`src/rtl/score_pkg.sv`:
```
// Shared constants, clear-FSM state type and stat-counting helper for score_tracker.
package score_pkg;

  localparam int DEF_HIGH_TH   = 6;
  localparam int DEF_LOW_TH    = 2;
  localparam int DEF_BONUS_PTS = 5;
  localparam int DEF_DEAD_PEN  = 5;

  typedef enum logic [1:0] {
    IDLE  = 2'd0,
    COUNT = 2'd1,
    FIRED = 2'd2
  } clr_state_e;

  // Number of the first n fields (each w bits wide) of vec that are >= th.
  function automatic int unsigned popcount_ge(input logic [63:0] vec, input int unsigned n,
                                              input int unsigned w, input int unsigned th);
    int unsigned cnt;
    logic [63:0] field;
    cnt = 0;
    for (int unsigned i = 0; i < n; i++) begin
      field = (vec >> (i * w)) & ((64'd1 << w) - 64'd1);
      if (field >= 64'(th)) cnt++;
    end
    return cnt;
  endfunction

endpackage

```
`src/rtl/score_bin2bcd.sv`:
```
// Iterative double-dabble binary-to-BCD converter with start/busy/done handshake.
module score_bin2bcd #(
  parameter int BIN_W  = 14,
  parameter int DIGITS = 4
) (
  input  logic                  clk,
  input  logic                  rst_n,
  input  logic                  start_i,
  input  logic [BIN_W-1:0]      bin_i,
  output logic                  busy_o,
  output logic                  done_o,
  output logic [4*DIGITS-1:0]   bcd_o
);

  localparam int CW = $clog2(BIN_W + 1);

  logic [BIN_W-1:0]    bin_q;
  logic [4*DIGITS-1:0] acc_q, acc_adj, bcd_q;
  logic [CW-1:0]       cnt_q;
  logic                busy_q, done_q;

  always_comb begin
    acc_adj = acc_q;
    for (int d = 0; d < DIGITS; d++) begin
      if (acc_q[4*d +: 4] >= 4'd5) acc_adj[4*d +: 4] = acc_q[4*d +: 4] + 4'd3;
    end
  end

  always_ff @(posedge clk or negedge rst_n) begin
    if (!rst_n) begin
      bin_q  <= '0;
      acc_q  <= '0;
      bcd_q  <= '0;
      cnt_q  <= '0;
      busy_q <= 1'b0;
      done_q <= 1'b0;
    end else if (start_i) begin
      bin_q  <= bin_i;
      acc_q  <= '0;
      cnt_q  <= CW'(BIN_W);
      busy_q <= 1'b1;
      done_q <= 1'b0;
    end else if (busy_q) begin
      if (cnt_q != '0) begin
        acc_q <= {acc_adj[4*DIGITS-2:0], bin_q[BIN_W-1]};
        bin_q <= bin_q << 1;
        cnt_q <= cnt_q - CW'(1);
      end else begin
        busy_q <= 1'b0;
        done_q <= 1'b1;
        bcd_q  <= acc_q;
      end
    end else begin
      done_q <= 1'b0;
    end
  end

  assign busy_o = busy_q;
  assign done_o = done_q;
  assign bcd_o  = bcd_q;

endmodule

```
`src/rtl/score_tracker.sv`:
```
// Saturating pet-game score with decay tick, best score and long-press clear.
// Optional BCD output of the score when SCORE_BCD_EN is defined.
module score_tracker
  import score_pkg::*;
#(
  parameter int N_STATS     = 5,
  parameter int STAT_W      = 3,
  parameter int SCORE_W     = 14,
  parameter int SCORE_MAX   = 9999,
  parameter int HIGH_TH     = DEF_HIGH_TH,
  parameter int LOW_TH      = DEF_LOW_TH,
  parameter int BONUS_PTS   = DEF_BONUS_PTS,
  parameter int DEAD_PEN    = DEF_DEAD_PEN,
  parameter int DEAD_MIN    = 2,
  parameter int TICK_CYCLES = 50000000,
  parameter int HOLD_CYCLES = 250000000
) (
  input  logic                       clk,
  input  logic                       rst_n,
  input  logic [N_STATS*STAT_W-1:0]  stats,
  input  logic                       pause,
  input  logic                       clear_btn,
  output logic [SCORE_W-1:0]         score,
  output logic [SCORE_W-1:0]         best_score,
  output logic                       tick,
  output logic                       cleared,
  output logic                       new_best
`ifdef SCORE_BCD_EN
  , output logic [15:0]              score_bcd
  , output logic                     bcd_valid
`endif
);

  localparam int GW  = $clog2(N_STATS + BONUS_PTS + 1);
  localparam int LW  = $clog2(N_STATS + DEAD_PEN + 1);
  localparam int TW  = $clog2(TICK_CYCLES + 1);
  localparam int HW  = $clog2(HOLD_CYCLES + 1);
  localparam int SW2 = SCORE_W + 2;
  localparam logic [STAT_W-1:0] STAT_MAX = '1;

  clr_state_e state_q, state_d;
  logic [HW-1:0]      hold_q, hold_d;
  logic [TW-1:0]      tcnt_q, tcnt_d;
  logic [N_STATS-1:0] healthy_q, healthy_now;
  logic               bonus_q, all_max;
  logic [SCORE_W-1:0] score_q, score_d, best_q;
  logic               tick_q, cleared_q, new_best_q;
  logic               fire, hold_done, tick_now;
  logic [GW-1:0]      gain;
  logic [LW-1:0]      loss;
  int unsigned        weak_cnt, dead_cnt;
  logic signed [SW2-1:0] sum;

  always_comb begin
    for (int i = 0; i < N_STATS; i++) begin
      healthy_now[i] = stats[i*STAT_W +: STAT_W] >= STAT_W'(HIGH_TH);
    end
  end

  assign all_max   = (stats == {N_STATS{STAT_MAX}});
  assign hold_done = (hold_q >= HW'(HOLD_CYCLES - 1));
  assign tick_now  = !pause && !fire && (tcnt_q == TW'(TICK_CYCLES - 1));

  // Clear FSM: state register, next state, outputs
  always_ff @(posedge clk or negedge rst_n) begin
    if (!rst_n) begin
      state_q <= IDLE;
      hold_q  <= '0;
    end else begin
      state_q <= state_d;
      hold_q  <= hold_d;
    end
  end

  always_comb begin
    state_d = state_q;
    case (state_q)
      IDLE:    if (clear_btn) state_d = COUNT;
      COUNT:   if (!clear_btn) state_d = IDLE;
               else if (hold_done) state_d = FIRED;
      FIRED:   if (!clear_btn) state_d = IDLE;
      default: state_d = IDLE;
    endcase
  end

  always_comb begin
    fire   = 1'b0;
    hold_d = '0;
    case (state_q)
      IDLE:    if (clear_btn) hold_d = HW'(1);
      COUNT:   if (clear_btn) begin
                 if (hold_done) fire = 1'b1;
                 else hold_d = hold_q + HW'(1);
               end
      default: hold_d = '0;
    endcase
  end

  always_comb begin
    if (fire)                                   tcnt_d = '0;
    else if (pause)                             tcnt_d = tcnt_q;
    else if (tcnt_q == TW'(TICK_CYCLES - 1))    tcnt_d = '0;
    else                                        tcnt_d = tcnt_q + TW'(1);
  end

  always_comb begin
    weak_cnt = N_STATS - popcount_ge(64'(stats), N_STATS, STAT_W, LOW_TH + 1);
    dead_cnt = N_STATS - popcount_ge(64'(stats), N_STATS, STAT_W, 1);
    gain = '0;
    if (!pause) begin
      gain = GW'($countones(healthy_now & ~healthy_q));
      if (all_max && !bonus_q) gain = gain + GW'(BONUS_PTS);
    end
    loss = '0;
    if (tick_now) begin
      loss = LW'(weak_cnt);
      if (dead_cnt >= DEAD_MIN) loss = loss + LW'(DEAD_PEN);
    end
  end

  // Gain and loss are merged in one signed sum so neither can mask the other.
  always_comb begin
    sum = $signed({2'b00, score_q}) + $signed(SW2'(gain)) - $signed(SW2'(loss));
    if (fire)                                  score_d = '0;
    else if (sum < 0)                          score_d = '0;
    else if (sum > $signed(SW2'(SCORE_MAX)))   score_d = SCORE_W'(SCORE_MAX);
    else                                       score_d = sum[SCORE_W-1:0];
  end

  always_ff @(posedge clk or negedge rst_n) begin
    if (!rst_n) begin
      healthy_q  <= '1;
      bonus_q    <= 1'b1;
      score_q    <= '0;
      best_q     <= '0;
      tcnt_q     <= '0;
      tick_q     <= 1'b0;
      cleared_q  <= 1'b0;
      new_best_q <= 1'b0;
    end else begin
      healthy_q <= healthy_now;
      bonus_q   <= all_max;
      score_q   <= score_d;
      tcnt_q    <= tcnt_d;
      tick_q    <= tick_now;
      cleared_q <= fire;
      if (score_q > best_q) begin
        best_q     <= score_q;
        new_best_q <= 1'b1;
      end else begin
        new_best_q <= 1'b0;
      end
    end
  end

  assign score      = score_q;
  assign best_score = best_q;
  assign tick       = tick_q;
  assign cleared    = cleared_q;
  assign new_best   = new_best_q;

`ifdef SCORE_BCD_EN
  logic bcd_busy, bcd_done, bcd_valid_q, bcd_start;

  assign bcd_start = (score_d != score_q);

  score_bin2bcd #(.BIN_W(SCORE_W), .DIGITS(4)) u_bcd (
    .clk     (clk),
    .rst_n   (rst_n),
    .start_i (bcd_start),
    .bin_i   (score_d),
    .busy_o  (bcd_busy),
    .done_o  (bcd_done),
    .bcd_o   (score_bcd)
  );

  always_ff @(posedge clk or negedge rst_n) begin
    if (!rst_n)          bcd_valid_q <= 1'b1;
    else if (bcd_start)  bcd_valid_q <= 1'b0;
    else if (bcd_done)   bcd_valid_q <= 1'b1;
  end

  assign bcd_valid = bcd_valid_q & ~bcd_busy;
`endif

endmodule

```
`config.mk`:
```
export PLATFORM = sky130hd
export DESIGN_NAME = score_tracker
export DESIGN_NICKNAME = d
export VERILOG_FILES = /design/src/rtl/score_pkg.sv /design/src/rtl/score_bin2bcd.sv /design/src/rtl/score_tracker.sv
export SDC_FILE = /design/constraint.sdc
export NUM_CORES = 1
export LEC_CHECK = 0
export BUFFER_PORTS_ARGS = -buffer_cell sky130_fd_sc_hd__buf_2
export CORE_ASPECT_RATIO = 0.7
export CORE_MARGIN = 10
export CORE_UTILIZATION = 50
export CTS_CLUSTER_DIAMETER = 50
export DETAILED_ROUTE_END_ITERATION = 8
export GPL_TIMING_DRIVEN = 0
export PLACE_DENSITY = 0.67
export RECOVER_POWER = 50
export SETUP_SLACK_MARGIN = 0.15
export SLEW_MARGIN = 10
export SYNTH_ARGS = -nofsm -noshare
export SYNTH_HDL_FRONTEND = slang
export SYNTH_HIERARCHICAL = 1
export SYNTH_SLANG_ARGS = --single-unit
```
`constraint.sdc`:
```
create_clock -name clk -period 6.1 [get_ports clk]
set_input_delay 1.22 -clock clk [delete_from_list [all_inputs] [get_ports clk]]
set_output_delay 1.22 -clock clk [all_outputs]
set_load 0.02 [all_outputs]
```
# Word-level counts from Yosys, hierarchy flattened
# Cells that the tools add are included.
# W data, S select, Z words.
classes:
  addsub: 20
  mul: 0
  n_div: 0
  order_cmp: 20
  n_eq_ne: 8
  n_shift: 0
  n_mux: 33
  bitwise_logic: 2
  reduce_logical: 8
op_table:
  columns: ["cell", "n"]
  rows:
  - ["$add A32 B1 Y32 const B", 4]
  - ["$mux W32", 4]
  - ["$mux W26", 3]
  - ["$mux W28", 2]
  - ["$pmux W28 S2", 1]
  - ["$mux W14", 3]
  - ["$ge A32 B2 Y1 const B", 1]
  - ["$mux W4", 8]
  - ["$sub A3 B32 Y32 const A", 1]
  - ["$add A28 B1 Y28 const B", 1]
  - ["$ge A28 B28 Y1 const B", 1]
  - ["$add A26 B1 Y26 const B", 1]
  - ["$eq A26 B26 Y1 const B", 1]
  - ["$gt A16 B15 Y1 const B", 1]
  - ["$lt A16 B1 Y1 const B", 1]
  - ["$sub A15 B4 Y16", 1]
  - ["$add A14 B4 Y15", 1]
  - ["$eq A15 B15 Y1 const B", 1]
  - ["$ge A3 B1 Y1 const B", 5]
  - ["$ge A3 B2 Y1 const B", 5]
  - ["$ge A3 B3 Y1 const B", 5]
  - ["$gt A14 B14 Y1", 1]
  - ["$add A4 B1 Y4 const B", 3]
  - ["$add A4 B3 Y4 const B", 2]
  - ["19 further kinds", 34]
totals:
  reg_bits: 93
  latch_bits: 0
  ram_bits: 0
  rom_bits: 0
  inputBits: 19
  output_inout_bits: 31
  memories: 0

# Logic depth before layout (Yosys ltp)
# Gate-level depths: netlist (run 1).
logic_depth:
  depth_word: 19
  mapped_depth: 31
  depth_no_buf: 30

# Least setup slack after synthesis (run 1)
# No wires, ideal clock.
synth_timing:
  path_kind: "input to register"
  startpoint: "input stats[3]"
  endpoint: "register score_q[2] (netlist: score[2])"
  setup_time_ns: 0.124
  arrival_ns: 7.238
  path_slack_ns: -1.262
  cell_stages: 29
  n_path_buf: 1
  cell_sequence: "or3_1 -> inv_1 -> ha_1 -> inv_1 -> xnor2_1 -> a211o_1 -> and2_1 -> ha_1 -> nor2b_1 -> a31oi_1 -> inv_1 -> a21oi_1 -> ha_1 -> nor2_1 -> nand3_1 -> a211oi_1 -> nand2_1 -> mux2_1 -> nand2_1 -> fa_1 -> fa_1 -> a21o_1 -> a2111oi_4 -> a211oi_2 -> o41a_1 -> xnor2_2 -> a21o_1 -> buf_6 -> o31a_1"
synth_between:
  elab_chain_cells: 17
  elab_cells_between_ends: 39
  classes_between: "add/sub (15); order compare (6); eq/ne (1); mux (15); bitwise (1); reduce/logical (1)"
synth_lines:
  columns: ["element", "line", "source"]
  rows:
  - ["from (decl)", "score_tracker.sv:20", "input logic [N_STATS*STAT_W-1:0] stats,"]
  - ["$ge A3 B1 Y1 or $ge A3 B2 Y1 (tied branches)", "score_pkg.sv:23", "if (field >= 64'(th)) cnt++;"]
  - ["$mux W32 or $mux W4 (tied branches)", "score_pkg.sv:23", null]
  - ["$add A32 B1 Y32 or $add A4 B1 Y4 (tied branches)", "score_pkg.sv:23", null]
  - ["$mux W32 or $mux W4 (tied branches)", "score_pkg.sv:23", null]
  - ["$add A32 B1 Y32 or $add A4 B1 Y4 (tied branches)", "score_pkg.sv:23", null]
  - ["$mux W32 or $mux W4 (tied branches)", "score_pkg.sv:23", null]
  - ["$add A32 B1 Y32 or $add A4 B1 Y4 (tied branches)", "score_pkg.sv:23", null]
  - ["$mux W32 or $mux W4 (tied branches)", "score_pkg.sv:23", null]
  - ["[... 2 more ...]", null, null]
  - ["$mux W4", "score_tracker.sv:117", "if (dead_cnt >= DEAD_MIN) loss = loss + LW'(DEAD_PEN);"]
  - ["$mux W4", "score_tracker.sv:115", "if (tick_now) begin"]
  - ["$sub A15 B4 Y16 *", "score_tracker.sv:123", "sum = $signed({2'b00, score_q}) + $signed(SW2'(gain)) - $signed(SW2'(loss));"]
  - ["$gt A16 B15 Y1", "score_tracker.sv:126", "else if (sum > $signed(SW2'(SCORE_MAX))) score_d = SCORE_W'(SCORE_MAX);"]
  - ["$mux W14", "score_tracker.sv:126", null]
  - ["$mux W14 *", "score_tracker.sv:125", "else if (sum < 0) score_d = '0;"]
  - ["$mux W14 *", "score_tracker.sv:124", "if (fire) score_d = '0;"]
  - ["net score_d[2]", "score_tracker.sv:46", "logic [SCORE_W-1:0] score_q, score_d, best_q;"]
  - ["to (signal assigned)", "score_tracker.sv:143", "score_q <= score_d;"]
  - ["to (decl)", "score_tracker.sv:46", null]
# Mark *: on every way through the listed nets, which the timed path passes. The rest lies on a longest branch.
# A chain may end at the register's enable or synchronous reset.

# Worst setup path in the final report (run 1)
layout_timing:
  startpoint: "input stats[3]"
  endpoint: "register score_q[3] (netlist: score[3])"
# Same word-level chain as after synthesis.

==> out/results.ini, run 1 <==
[worst_hold_path]
hold_path_class=reg -> reg

[global_routing]
grt_max_degree=48
grt_first_pass_wirelength_um=25230
grt_usage_pct=17.01
grt_overflow=0
grt_pass1_vias=5207
antenna_found_initial=0

[timing]
postLayoutSetupSlackWorst_ps=-987.5
max_freq_mhz=141.1
fin_crit_sh_pct=116.2
tns_ps=-13050
post-route-min-period_ps=7087
setup_violations=14
maxSlewViolCount=96
worstMarginPinSlew_ps=2532
rsz0062_at_grt=yes
skew_ps=6.852
slew_headroom_pct=-68.79
final-hold-violation-count=0

[route]
initialDrtViolationCount=355
wire_per_inst_um=16.03
wl_um=15080
dr.pass1.iters=5
viasPerCell=5.509
ant_nets=0
drc=0
vias=5184

[placement]
place_congestion=0.8555
dpl_worst_slack_ps=-1721
hpwl_um=11020
portBuffers=49

[clock_network]
hold_buffers=0
clk_latency_ps=340
cts_tree=built
numCtsBuffers=9
path_clk_slew_ps=70
cts.sinks=93
cts_root_buf=clkbuf_16
htreeDepth=3
clk_path_buf_depth=2

[synthesis]
syn_area_per_cell_um2=9.211
async_reset_ff_share_pct=100.0
ys_seq_area_share_pct=36.79
syn_nets=761
synth_cells=689
ys.flop_type=dfrtp_1
synth_edf_count=0
synth_cell_types=68
netlist_area_um2=6346
synth-seq-cells=93
synth_warnings=6

[worst_setup_path]
r2r_end=score[3]$_DFF_PN0_
critPathMaxStageDelay_ps=460
crit_arrival_ps=7320
r2r_cells=18
critPathLaunch=stats[3]
critPathSlowestCell=fa_2
r2r_setup_slack_ps=560
worstPathRequired_ps=6330
start_kind=primary input
path_depth=30
critical_path_class=in -> reg
critPathCapture=score[3]$_DFF_PN0_
reg2reg_from=healthy_q[0]$_DFF_PN1_
end_kind=flop
cp_max_fo=5
cpLargestDelayFamily=compound AO/OA/AOI/OAI gates
path_buf_inv=5

[die]
coreArea_um2=12420
chipHeight_um=114.3
die_x_um=154.7
dieArea_um2=17670
start_util_pct=51.09
top_level_ports=50
rows=34

[pwr]
leakagePower_nw=3.348
peakVddDrop_uv=351.4
p_per_area_nw_per_um2=473.6

[layout]
fill_cells=1049
antenna_cells=0
fin_util_pct=60.17
nNetsFinal=846
area_growth_syn_to_layout_pct=17.78
drive_gt1_share_pct=19.51

[run_status]
violations=capacitance limit, slew limit, setup timing
outcome=finished, violations left

[job]
drv_cap=2

[final cells by class]
class	count	area [µm²]	area share (%)
clock buffer	14	274.0	3.666
multi-input combinational	517	3876	51.86
clock inverter	2	16.27	0.2176
inverter	59	226.5	3.030
tap	162	202.7	2.712
sequential	93	2335	31.24
timing repair buffer	74	440.4	5.892
buffer	20	103.9	1.389
[stage by stage]
stage	area [µm²]	hold slack (ps)	total power, mW	std cells
2_1_floorplan	6415	416.3	2.204	689
3_3_place_gp	6863	431.7	2.604	900
3_5_place_dp	6893	445.6	2.649	901
4_1_cts	7402	450.2	3.380	938
5_1_grt	7475	473.1	3.769	941
6_report	7475	450.3	3.540	941
[worst reg2reg max path: cells and delay by family, from the launching register on]
family	cells	cell delay, ps
fa+ha+maj	5	2430
compound gates	6	1760
flops	1	520
buf+inv	3	260
simple gates	2	230
xor+xnor	1	170
mux	1	70
[layer usage]
| metal | part of all wire (%) | global-route usage, % |
|---|---|---|
| met5 | 0 | 0 |
| met4 | 1.4 | 4.583 |
| met3 | 4.8 | 4.429 |
| met2 | 45 | 27.08 |
| met1 | 48 | 22.49 |
[repair_timing]
action,in CTS,in global routing
cloned,1,0
endpoints found under the setup margin,14,14
buffers inserted,20,3
gates resized for setup,15,16
pin swaps,16,15
[sequential cells by signal, indices dropped and copies added (netlist names)]
register / count
hold_q: 28
score: 14
healthy_q: 5
tcnt_q: 26
best_score: 14
tick: 1
cleared: 1
state_q: 2
new_best: 1
bonus_q: 1
[synthesized netlist by cell type, drive strengths merged (3+ instances only)]
cell type,n,area share (%)
nor2,70,4.1
nor4b,3,0.51
dfrtp,87,34
clkbuf,12,0.71
and3,14,1.5
nand2b,7,0.69
inv,59,3.5
buf,8,0.85
a31oi,9,0.89
ha,46,9.1
or2,6,0.59
or3b,3,0.41
fa,7,2.2
nor4,7,0.99
a2111oi,3,0.71
o21ai,26,2.1
and2,12,1.2
o211ai,6,0.71
or3,10,0.99
o31a,5,0.69
nor2b,14,1.4
mux2i,15,2.4
dfstp,6,2.5
a211o,4,0.55
a21oi,45,3.7
xor2,25,3.5
a211oi,5,0.75
and4,4,0.55
nand3,23,1.8
xnor2,30,4.3
mux2,3,0.53
a21o,10,1.2
a21boi,3,0.41
nand2,34,2.0
nor3,23,2.2
nand4,14,1.4
o21a,10,1.2
o21bai,3,0.35
[how the worst min path moves through the flow]
| stage | from | slack (ps) | to | depth (start not counted) |
|---|---|---|---|---|
| after floorplan | state_q[1]$_DFFE_PN0P_ | 420 | hold_q[0]$_DFF_PN0_ | 1 |
| after global placement | state_q[1]$_DFFE_PN0P_ | 430 | hold_q[0]$_DFF_PN0_ | 1 |
| after detailed placement | state_q[1]$_DFFE_PN0P_ | 450 | hold_q[0]$_DFF_PN0_ | 1 |
| after CTS | state_q[1]$_DFFE_PN0P_ | 450 | hold_q[0]$_DFF_PN0_ | 1 |
| after global routing | state_q[1]$_DFFE_PN0P_ | 470 | hold_q[0]$_DFF_PN0_ | 1 |
| final | state_q[1]$_DFFE_PN0P_ | 450 | hold_q[0]$_DFF_PN0_ | 1 |
[cell families after synthesis]
| family | share of synthesized area (%) |
|---|---|
| mux | 2.898 |
| compound gates | 14.08 |
| buf+inv | 5.047 |
| flops | 36.79 |
| other cells | 0.05909 |
| xor+xnor | 8.419 |
| simple gates | 21.43 |
| fa+ha+maj | 11.28 |
[cells in the final DEF, fill, tap and decap left out, drive strengths merged, types with 4 or more instances in the layout]
master,synthesis,layout
dfrtp,87,87
buf,8,77
nor2,70,70
inv,59,59
ha,46,46
a21oi,45,45
nand2,34,34
clkbuf,12,31
xnor2,30,30
o21ai,26,26
xor2,25,25
nand3,23,23
nor3,23,23
mux2i,15,15
nand4,14,14
and3,14,14
nor2b,14,14
and2,12,12
a21o,10,10
o21a,10,10
or3,10,10
a31oi,9,9
nand2b,7,7
fa,7,7
nor4,7,7
o211ai,6,6
dfstp,6,6
or2,6,6
o31a,5,5
a211oi,5,5
and4,4,4
a211o,4,4
[where the power goes]
| part | internal (mW) | switching [mW] |
|---|---|---|
| Combinational | 0.982 | 1.20 |
| Clock | 0.311 | 0.234 |
| Sequential | 0.730 | 0.0862 |
Power figures use the tool's default switching activity.
==> run 2: changes to the inputs <==
--- a/config.mk
+++ b/config.mk
@@ -11,7 +11,6 @@
 export CORE_UTILIZATION = 50
 export CTS_CLUSTER_DIAMETER = 50
 export DETAILED_ROUTE_END_ITERATION = 8
-export GPL_TIMING_DRIVEN = 0
 export PLACE_DENSITY = 0.67
 export RECOVER_POWER = 50
 export SETUP_SLACK_MARGIN = 0.15
==> run 2 against run 1 <==
Compared with the run above: the run still ends with capacitance limit, slew limit, setup timing left; die area stayed put; sequential share of layout area decreased by 1.4 points; sequential cell count did not move; combinational power up 4%; setup slack better by 200 ps; clock skew is 1.5 ps higher; cell count is 3.1% higher; power is 4.7% higher; utilization is 2.7 points higher; via count rose by 2.8%; non-clock buffer count up 28; register-to-register slack better by 270 ps.
==> out/results.ini, run 2 (synthesized netlist as in run 1, its figures left out) <==
[timing]
post-route-min-period_ps=6884  ; -203.2 ps
skew_ps=8.343  ; +1.491 ps
setup_violations=14  ; unchanged
rsz0062_at_grt=yes
fin_crit_sh_pct=112.9  ; -3.3 points
whs_ps=440.1  ; -10.12 ps
final-hold-violation-count=0  ; unchanged
maxSlewViolCount=96  ; unchanged
tns_ps=-10460  ; +2589 ps
postLayoutSetupSlackWorst_ps=-784.3  ; +203.2 ps
slew_headroom_pct=-95.61  ; -27 points
max_freq_mhz=145.3  ; +3.0%
worstMarginPinSlew_ps=2934  ; +402.3 ps

[placement]
hpwl_um=11190  ; +1.6%
place_congestion=0.8834  ; +3.3%
portBuffers=49  ; unchanged
dpl_worst_slack_ps=-1416  ; +304.9 ps

[global_routing]
grt_pass1_vias=5387  ; +3.5%
grt_usage_pct=17.36  ; +0.35 points
grt_first_pass_wirelength_um=25520  ; +1.1%
grt_overflow=0  ; unchanged
antenna_found_initial=0  ; unchanged
grt_max_degree=56  ; +17%

[route]
drc=0  ; unchanged
wl_um=15070  ; about the same
wire_per_inst_um=15.54  ; -3.0%
vias=5331  ; +2.8%
ant_nets=0  ; unchanged
viasPerCell=5.496  ; -0.24%
dr.pass1.iters=5  ; unchanged
initialDrtViolationCount=375  ; +5.6%

[worst_setup_path]
end_kind=flop
r2r_cells=17  ; -1
critical_path_class=in -> reg
r2r_end=score[1]$_DFF_PN0_
worstPathRequired_ps=6330  ; about the same
crit_arrival_ps=7110  ; -210 ps
critPathSlowestCell=a2111oi_4
start_kind=primary input
r2r_setup_slack_ps=830  ; +270 ps
critPathMaxStageDelay_ps=480  ; +20 ps
cp_max_fo=5  ; unchanged
reg2reg_from=healthy_q[0]$_DFF_PN1_

[layout]
area_growth_syn_to_layout_pct=23.17
largest_reg_flops=28  ; unchanged
reg.largest.list=hold_q (28), tcnt_q (26)
drive_gt1_share_pct=23.51  ; +4.0 points
nNetsFinal=875  ; +3.4%
fill_cells=1024  ; -2.4%
largest-register=hold_q
final_common_cell=dfrtp_1
layout_common_cells=dfrtp_1, buf_4, nor2_1, inv_1, ha_1
antenna_cells=0  ; unchanged

[clock_network]
path_clk_slew_ps=70  ; about the same
cts_tree=built
clk_path_buf_depth=2  ; unchanged
clk_latency_ps=350  ; about the same
cts.sinks=93  ; unchanged
numCtsBuffers=9  ; unchanged
htreeDepth=3  ; unchanged
cts_root_buf=clkbuf_16

[worst_hold_path]
hold_start=state_q[1]$_DFFE_PN0P_
min_path_cells=1  ; unchanged
hold_path_end=hold_q[0]$_DFF_PN0_
hold_path_class=reg -> reg

[pwr]
peakVddDrop_uv=385.7  ; +9.7%
leakagePower_nw=3.548  ; +6.0%
total_power_mw=3.708  ; +4.7%
p_per_area_nw_per_um2=474.3  ; +0.15%

[run_status]
outcome=finished, violations left
violations=capacitance limit, slew limit, setup timing

[die]
start_util_pct=51.09  ; unchanged
top_level_ports=50  ; unchanged
chipHeight_um=114.3  ; unchanged
coreArea_um2=12420  ; unchanged
rows=34  ; unchanged
dieArea_um2=17670  ; unchanged
die_x_um=154.7  ; unchanged

[job]
drv_cap=2  ; unchanged

run 2: what timing repair did:
item / CTS / global route
hold buffers: 0 / 0
pin swaps: 30 / 8
cloned: 1 / 0
gates resized for setup: 21 / 13
buffers inserted: 9 / 3
endpoints found under the setup margin: 14 / 14
run 2: worst max path at each step:
stage	startpoint	to
floorplan	stats[5]	score[0]$_DFF_PN0_
global placement	stats[5]	score[7]$_DFF_PN0_
detailed placement	stats[5]	score[6]$_DFF_PN0_
CTS	stats[5]	score[1]$_DFF_PN0_
global route	stats[5]	score[3]$_DFF_PN0_
finish	stats[5]	score[1]$_DFF_PN0_
run 2: worst max-delay path: cells and delay by family:
kind | cells | cell delay [ps]
AO/OA/AOI/OAI | 10 | 2460
multiplexers | 1 | 330
buffers and inverters | 4 | 310
AND/OR/NAND/NOR | 7 | 1000
adder cells (fa/ha/maj) | 5 | 1530
XOR/XNOR | 2 | 250
run 2: stage by stage:
stage | utilization (%) | std cells | area [µm²]
global placement | 58.24 | 941 | 7234
floorplan | - | 689 | 6415
finish | 62.92 | 970 | 7816
global route | 62.92 | 970 | 7816
detailed placement | 58.24 | 941 | 7234
CTS | 62.42 | 967 | 7754
run 2: area by class of cell:
class,count,area (µm²),share of cell area [%]
inverter,59,229.0,2.929
multi-input combinational,518,3939,50.39
clock buffer,10,239.0,3.057
timing repair buffer,122,778.2,9.957
sequential,93,2335,29.87
clock inverter,6,93.84,1.201
tap,162,202.7,2.593
run 2: per-layer routing:
layer	up-vias	share of wire, %	GRT usage (%)
met4	0	1.8	4.645
li1	2641	-	-
met2	104	47	28.64
met5	-	0	0
met1	2565	48	22.54
met3	21	4.0	3.866
run 2: power breakdown:
| part | switching [mW] | internal [mW] |
|---|---|---|
| logic | 1.21 | 1.06 |
| clock network | 0.244 | 0.375 |
| registers | 0.0937 | 0.730 |
| total | 1.55 | 2.16 |
==> run 3: changes to the inputs <==
--- a/config.mk
+++ b/config.mk
@@ -5,13 +5,13 @@
 export SDC_FILE = /design/constraint.sdc
 export NUM_CORES = 1
 export LEC_CHECK = 0
-export BUFFER_PORTS_ARGS = -buffer_cell sky130_fd_sc_hd__buf_2
 export CORE_ASPECT_RATIO = 0.7
 export CORE_MARGIN = 10
 export CORE_UTILIZATION = 50
 export CTS_CLUSTER_DIAMETER = 50
 export DETAILED_ROUTE_END_ITERATION = 8
-export PLACE_DENSITY = 0.67
+export DONT_BUFFER_PORTS = 1
+export PLACE_DENSITY = 0.64
 export RECOVER_POWER = 50
 export SETUP_SLACK_MARGIN = 0.15
 export SLEW_MARGIN = 10
==> run 3 against run 2 <==
Compared with the run above: the flow finishes with violations (setup timing); non-clock buffer count fell by 50; die area did not move; clock power fell by 7.6%; clock-buffer cell count did not move; register-to-register slack got worse by 190 ps; via count fell by 4.0%; critical path depth did not move; sequential cell count did not move; fmax fell by 1.8%; global-route usage fell by 0.056 points; largest cell class unchanged; first-iteration DRC count fell by 21%; utilization fell by 1.9 points.
==> out/results.ini, run 3 (synthesized netlist as in run 1, its figures left out) <==
[die]
chipHeight_um=114.3  ; unchanged
coreArea_um2=12420  ; unchanged
top_level_ports=50  ; unchanged
rows=34  ; unchanged
dieArea_um2=17670  ; unchanged
die_x_um=154.7  ; unchanged
start_util_pct=51.09  ; unchanged

[timing]
postLayoutSetupSlackWorst_ps=-907.2  ; -122.9 ps
maxSlewViolCount=0  ; -100%
slew_headroom_pct=49.25  ; +140 points
whs_ps=442.0  ; +1.850 ps
worstMarginPinSlew_ps=755.5  ; -2179 ps
max_freq_mhz=142.7  ; -1.8%
setup_violations=14  ; unchanged
rsz0062_at_grt=yes
fin_crit_sh_pct=114.9  ; +2.0 points
skew_ps=11.21  ; +2.871 ps
post-route-min-period_ps=7007  ; +123.0 ps
final-hold-violation-count=0  ; unchanged
tns_ps=-10800  ; -334.6 ps

[global_routing]
grt_max_degree=94  ; +68%
grt_overflow=0  ; unchanged
grt_usage_pct=17.30  ; -0.056 points
grt_first_pass_wirelength_um=25410  ; -0.41%
grt_pass1_vias=5077  ; -5.8%
antenna_found_initial=0  ; unchanged

[worst_setup_path]
cpLargestDelayFamily=compound AO/OA/AOI/OAI gates
start_kind=primary input
r2r_cells=20  ; +3
critPathSlowestCell=fa_2
cp_max_fo=5  ; unchanged
path_depth=29  ; unchanged
critPathMaxStageDelay_ps=460  ; -20 ps
reg2reg_from=healthy_q[0]$_DFF_PN1_
critical_path_class=in -> reg
end_kind=flop
critPathLaunch=stats[5]
crit_arrival_ps=7250  ; +140 ps
worstPathRequired_ps=6350  ; +20 ps
path_buf_inv=6  ; +2

[clock_network]
path_clk_slew_ps=70  ; about the same
cts.sinks=93  ; unchanged
htreeDepth=3  ; unchanged
cts_tree=built
clk_latency_ps=340  ; about the same
cts_root_buf=clkbuf_16
numCtsBuffers=9  ; unchanged
clk_path_buf_depth=2  ; unchanged

[route]
ant_nets=0  ; unchanged
vias=5117  ; -4.0%
dr.pass1.iters=7  ; +2
viasPerCell=5.562  ; +1.2%
initialDrtViolationCount=296  ; -21%
drc=0  ; unchanged
wl_um=15220  ; +0.94%
wire_per_inst_um=16.54  ; +6.4%

[layout]
final_area_um2=7575  ; -3.1%
final_common_cell=dfrtp_1
drive_gt1_share_pct=21.50  ; -2.0 points
largest_reg_flops=28  ; unchanged
reg.largest.list=hold_q (28), tcnt_q (26)
area_growth_syn_to_layout_pct=19.36
fill_cells=1053  ; +2.8%
antenna_cells=0  ; unchanged
nNetsFinal=825  ; -5.7%
largest-register=hold_q
layout_common_cells=dfrtp_1, nor2_1, buf_4, inv_1, ha_1

[worst_hold_path]
hold_path_class=reg -> reg
min_path_cells=1  ; unchanged
hold_start=state_q[1]$_DFFE_PN0P_

[placement]
hpwl_um=10940  ; -2.2%
postPlaceCellArea_um2=6912  ; -4.5%
place_congestion=0.8560  ; -3.1%
portBuffers=0  ; -100%

[run_status]
outcome=finished, violations left
violations=setup timing

[pwr]
leakagePower_nw=3.361  ; -5.3%
p_per_area_nw_per_um2=487.9  ; +2.9%
peakVddDrop_uv=322.7  ; -16%

[job]
drv_cap=0  ; -2

==> run 3: final cells by class <==
type | count | area (µm²) | share of cell area [%]
clock buffer | 10 | 229.0 | 3.023
clock inverter | 6 | 71.32 | 0.9415
inverter | 59 | 226.5 | 2.990
multi-input combinational | 518 | 3948 | 52.11
sequential | 93 | 2335 | 30.82
tap | 162 | 202.7 | 2.676
timing repair buffer | 72 | 563.0 | 7.433
==> run 3: path summary, 6_finish.rpt <==
path / endpoint / slack [ps]
min reg2reg: hold_q[0]$_DFF_PN0_ / 440
max: score[6]$_DFF_PN0_ / -910
max reg2reg: score[6]$_DFF_PN0_ / 640
min: hold_q[0]$_DFF_PN0_ / 440
max in group asynchronous: healthy_q[4]$_DFF_PN1_ / 5290
min in group asynchronous: best_score[8]$_DFFE_PN0P_ / 570
==> run 3: per-layer routing <==
layer	vias up	global-route usage [%]	share of wire, %
met4	0	4.269	1.1
li1	2531	-	-
met3	15	4.392	5.8
met1	2457	23.22	48
met5	-	0	0
met2	114	27.36	45
==> run 3: power by group <==
part | switching (mW) | leakage, nW | internal (mW)
Clock | 0.250 | 0.139 | 0.321
Combinational | 1.09 | 2.03 | 1.10
Sequential | 0.201 | 1.19 | 0.728
==> run 3: metrics by stage <==
stage / power, mW / setup WS (ps) / util, % / instances
finish: 3.696 / -907.2 / 60.98 / 920
floorplan: 2.204 / -887.6 / - / 689
CTS: 3.536 / -631.2 / 59.73 / 911
detailed placement: 2.740 / -1255 / 55.64 / 882
global placement: 2.683 / -1083 / 55.64 / 882
global route: 3.944 / -1144 / 60.98 / 920
==> run 3: repair_timing <==
item | CTS | global route
endpoints found under the hold margin | 0 | 0
pin swaps | 12 | 17
resized for setup | 23 | 20
endpoints found under the setup margin | 14 | 14
buffers inserted | 12 | 9
cloned | 1 | 0
hold buffers | 0 | 0
